`src/rtl/hazard_pkg.sv`:
```
// rtl/hazard_pkg.sv - shared forwarding encodings, MDU state encoding and forward-select helper
package hazard_pkg;

  localparam logic [1:0] FW_NONE = 2'b00;
  localparam logic [1:0] FW_WB   = 2'b01;
  localparam logic [1:0] FW_MEM  = 2'b10;

  localparam int MDU_CNT_W = 6;

  typedef enum logic [1:0] {
    MDU_IDLE = 2'd0,
    MDU_BUSY = 2'd1,
    MDU_DONE = 2'd2
  } mdu_state_t;

  // Younger producer (M) wins over older (W); register 0 is never forwarded.
  function automatic logic [1:0] fw_select(
    input logic       wr_m,
    input logic [4:0] addr_m,
    input logic       wr_w,
    input logic [4:0] addr_w,
    input logic [4:0] src
  );
    logic [1:0] sel;
    sel = FW_NONE;
    if (wr_m && (addr_m != 5'd0) && (addr_m == src))
      sel = FW_MEM;
    else if (wr_w && (addr_w != 5'd0) && (addr_w == src))
      sel = FW_WB;
    return sel;
  endfunction

endpackage

```
`src/rtl/mdu_sequencer.sv`:
```
// rtl/mdu_sequencer.sv - multi-cycle MULT/DIV sequencer producing registered busy/done
module mdu_sequencer #(
  parameter int MUL_LATENCY = 4,
  parameter int DIV_LATENCY = 32
) (
  input  logic clk,
  input  logic rst,
  input  logic start,
  input  logic op,
  output logic busy,
  output logic done
);
  import hazard_pkg::*;

  localparam logic [MDU_CNT_W-1:0] MUL_LOAD = MDU_CNT_W'(MUL_LATENCY - 1);
  localparam logic [MDU_CNT_W-1:0] DIV_LOAD = MDU_CNT_W'(DIV_LATENCY - 1);

  mdu_state_t           state;
  logic [MDU_CNT_W-1:0] cnt;
  logic [MDU_CNT_W-1:0] load_val;

  assign load_val = op ? DIV_LOAD : MUL_LOAD;

  // busy/done are registered alongside the state so they track it exactly.
  always_ff @(posedge clk or posedge rst) begin
    if (rst) begin
      state <= MDU_IDLE;
      cnt   <= '0;
      busy  <= 1'b0;
      done  <= 1'b0;
    end else begin
      case (state)
        MDU_IDLE: begin
          done <= 1'b0;
          if (start) begin
            cnt   <= load_val;
            state <= MDU_BUSY;
            busy  <= 1'b1;
          end
        end
        MDU_BUSY: begin
          if (cnt == '0) begin
            state <= MDU_DONE;
            busy  <= 1'b0;
            done  <= 1'b1;
          end else begin
            cnt <= cnt - 1'b1;
          end
        end
        MDU_DONE: begin
          done <= 1'b0;
          if (start) begin
            cnt   <= load_val;
            state <= MDU_BUSY;
            busy  <= 1'b1;
          end else begin
            state <= MDU_IDLE;
          end
        end
        default: begin
          state <= MDU_IDLE;
          busy  <= 1'b0;
          done  <= 1'b0;
        end
      endcase
    end
  end

endmodule

```
`src/rtl/hazard_controller.sv`:
```
// rtl/hazard_controller.sv - forwarding, load-use/MDU stall and branch flush control; MDU under HAZARD_MDU_EN
module hazard_controller #(
  parameter int MUL_LATENCY = 4,
  parameter int DIV_LATENCY = 32
) (
  input  logic       clk,
  input  logic       rst,
  input  logic [4:0] rs_addrD,
  input  logic [4:0] rt_addrD,
  input  logic [4:0] rs_addrE,
  input  logic [4:0] rt_addrE,
  input  logic [4:0] write_reg_addrE,
  input  logic [4:0] write_reg_addrM,
  input  logic [4:0] write_reg_addrW,
  input  logic       reg_writeE,
  input  logic       reg_writeM,
  input  logic       reg_writeW,
  input  logic       mem_to_regE,
  input  logic       branch_takenE,
  input  logic       md_startE,
  input  logic       md_opE,
  input  logic       md_startD,
  input  logic       md_readD,
  output logic [1:0] fw_alu1,
  output logic [1:0] fw_alu2,
  output logic       stallF,
  output logic       stallD,
  output logic       flushD,
  output logic       flushE,
  output logic       md_busy,
  output logic       md_done
);
  import hazard_pkg::*;

  logic lu;
  logic ms;
  logic hold;

  assign fw_alu1 = fw_select(reg_writeM, write_reg_addrM, reg_writeW, write_reg_addrW, rs_addrE);
  assign fw_alu2 = fw_select(reg_writeM, write_reg_addrM, reg_writeW, write_reg_addrW, rt_addrE);

  assign lu = mem_to_regE & reg_writeE & (write_reg_addrE != 5'd0) &
              ((write_reg_addrE == rs_addrD) | (write_reg_addrE == rt_addrD));

`ifdef HAZARD_MDU_EN
  mdu_sequencer #(
    .MUL_LATENCY(MUL_LATENCY),
    .DIV_LATENCY(DIV_LATENCY)
  ) u_mdu_sequencer (
    .clk  (clk),
    .rst  (rst),
    .start(md_startE),
    .op   (md_opE),
    .busy (md_busy),
    .done (md_done)
  );

  assign ms = (md_readD | md_startD) & (md_busy | md_startE);
`else
  logic unused_md_inputs;
  localparam int unused_latency_sum = MUL_LATENCY + DIV_LATENCY;

  assign unused_md_inputs = ^{clk, rst, md_startE, md_opE, md_startD, md_readD};
  assign md_busy = 1'b0;
  assign md_done = 1'b0;
  assign ms      = 1'b0;
`endif

  // A taken branch squashes the stalled D instruction anyway, so it releases the stall.
  assign hold   = (lu | ms) & ~branch_takenE;
  assign stallF = hold;
  assign stallD = hold;
  assign flushE = branch_takenE | lu | ms;
  assign flushD = branch_takenE;

endmodule

```
`config.mk`:
```
export PLATFORM = sky130hd
export DESIGN_NAME = hazard_controller
export DESIGN_NICKNAME = d
export VERILOG_FILES = /design/src/rtl/hazard_pkg.sv /design/src/rtl/mdu_sequencer.sv /design/src/rtl/hazard_controller.sv
export SDC_FILE = /design/constraint.sdc
export NUM_CORES = 1
export LEC_CHECK = 0
export BUFFER_PORTS_ARGS = -buffer_cell sky130_fd_sc_hd__buf_2
export CAP_MARGIN = 0
export CORE_AREA = 2 2 39 41
export DETAILED_ROUTE_END_ITERATION = 10
export DIE_AREA = 0 0 41 43
export PLACE_DENSITY = 0.89
export SYNTH_ARGS = -nofsm -noshare
export SYNTH_HDL_FRONTEND = slang
export SYNTH_HIERARCHICAL = 1
export SYNTH_SLANG_ARGS = --single-unit
```
`constraint.sdc`:
```
create_clock -name vclk -period 3.4
set_clock_uncertainty 0.1 [all_clocks]
set_input_delay 0.68 -clock vclk [all_inputs]
set_output_delay 0.68 -clock vclk [all_outputs]
set_load 0.01 [all_outputs]
```
==> qor.txt <==
status -> finished clean
met3 routed WL -> 143 um
GRT Overall Usage -> 14.7%
Synth-to-Final Area Change -> 53.1%
Non-Filler Instances -> 117
RSZ-0062 raised after global routing -> false
post-route minimum period -> 2.81 ns
Mapped Avg Cell Area -> 7.86 um2
DP HPWL -> 1150 um
Fin. Hold Viols -> 0
Finish-stage setup viols -> 0
die area -> 0.00176 mm2
largest net degree at the start of global routing -> 4
FF+latch count -> 0
first-pass GRT wire length -> 1890 um
Vias -> 555
met2 wire length -> 649 um
vias in the first global route -> 512
setup TNS -> 0 ns
initial antenna violation count -> 0
Slew Limit Fails -> 0
DRT Wirelength -> 1180 um
power per cell area -> 111 mW/mm2
Nets -> 149
WP data arrival -> 2.03 ns
ANT nets after route -> 0
Hold Crit Class -> in2out
dpl cells -> 117
Reg area -> 0 um2
sequential area share after synthesis -> 0%
pre-CTS setup slack -> 0.574 ns
Fmax achieved -> 356 MHz
row cnt -> 14
most frequent cells in the layout -> 48 x buf_2, 24 x xor2_1, 6 x xnor2_1, 5 x or4_1, 3 x nor3_1
Util after Layout -> 48.7%
global placer's final weighted congestion -> 0.693
Hold Buf Count CTS -> 0
finished layout cell area -> 674 um2
DP Area -> 674 um2
Setup crit start -> write_reg_addrM[1]
Tcrit/Tclk final -> 82.6%
Die H -> 43 um
Worst Path Required -> 2.62 ns
grt ovf -> 0
final hold slack -> 1.48 ns
fin worst setup slack -> 0.591 ns
Worst setup EP type -> output port
Chip Width -> 41 um
mapped cell area -> 440 um2
LEAKAGE -> 0.342 nW
Starting Density -> 31.8%
total power -> 74.8 uW
Cell variety after synth -> 15
VDD IR-drop max -> 0.0456 mV
drt pass-1 iters -> 1
commonest non-fill, non-tap cell in the layout -> buf_2
highest routed layer -> met3
setup bufs post-CTS -> 0
IO buf count -> 48
routed len/inst -> 10.1 um
maximum capacitance violations -> 0
Worst setup SP type -> input pin
cts repair resizes -> 0
Core Region -> 0.00138 mm2
fraction of layout cells with a size suffix above 1 -> 50.5%
CP Class -> in2out
crit path to -> fw_alu2[0]
synthesis warning total -> 6
M1 WL -> 388 um
critical path fanouts, max -> 3
CLK BUF -> 0
# diodes -> 0
Boundary Pins -> 56
DRC violations left -> 0
DRT iter0 DRCs -> 0
Vias/cell -> 4.74
Post-Synthesis Cells -> 56
-- where the power goes --
| group | internal (mW) | switching, mW |
|---|---|---|
| clock | 0 | 0 |
| sequential | 0 | 0 |
| combinational | 0.0388 | 0.0360 |
| total | 0.0388 | 0.0360 |
-- logic make-up (layout without fill, tap and decap cells) --
group / Yosys count / in the layout / share of synthesized area, %
compound gates: 5 / 5 / 8.24
xor+xnor: 30 / 30 / 59.7
buf+inv: 4 / 48 / 6.82
other cells: 1 / 2 / 0.851
simple gates: 16 / 16 / 24.4
-- area by class of cell --
cell class / instances / area [um2]
Tap cell: 16 / 20.0
Multi-Input combinational cell: 53 / 414
Timing Repair Buffer: 48 / 240
Fill cell: 141 / 709
-- cells in the mapped netlist --
library cell,number,area [um2]
o21bai_1,1,7.51
conb_1,1,3.75
xor2_1,24,210
nor3_1,3,15.0
or4_1,5,37.5
o21ai_1,1,5.00
nor2_1,2,7.51
nor4_1,2,12.5
o21ai_2,1,8.76
o211ai_1,1,7.51
a22oi_1,1,7.51
buf_4,4,30.0
xnor2_1,6,52.6
nor4_2,2,25.0
nand3_1,2,10.0
-- worst max-delay path: stages --
cell     delay [ns]
buf_2          0.12
or4_1          0.53
o21ai_2        0.15
nor4_1         0.10
nor4_2         0.27
buf_2          0.17
-- per-layer routing --
metal	vias up	global-route usage, %
li1	285	-
met1	230	12.7
met2	40	32.2
met3	0	2.09
met4	0	0
met5	-	0
-- worst min-delay path by stage --
stage | startpoint | to | slack [ns] | cells past startpoint
after floorplan | branch_takenE | stallD | 1.32 | 1
after global placement | branch_takenE | flushD | 1.47 | 2
final | branch_takenE | flushD | 1.48 | 2
after global routing | branch_takenE | flushD | 1.50 | 2
after detailed placement | branch_takenE | flushD | 1.48 | 2
after CTS | branch_takenE | flushD | 1.48 | 2
Power figures use the tool's default switching activity.
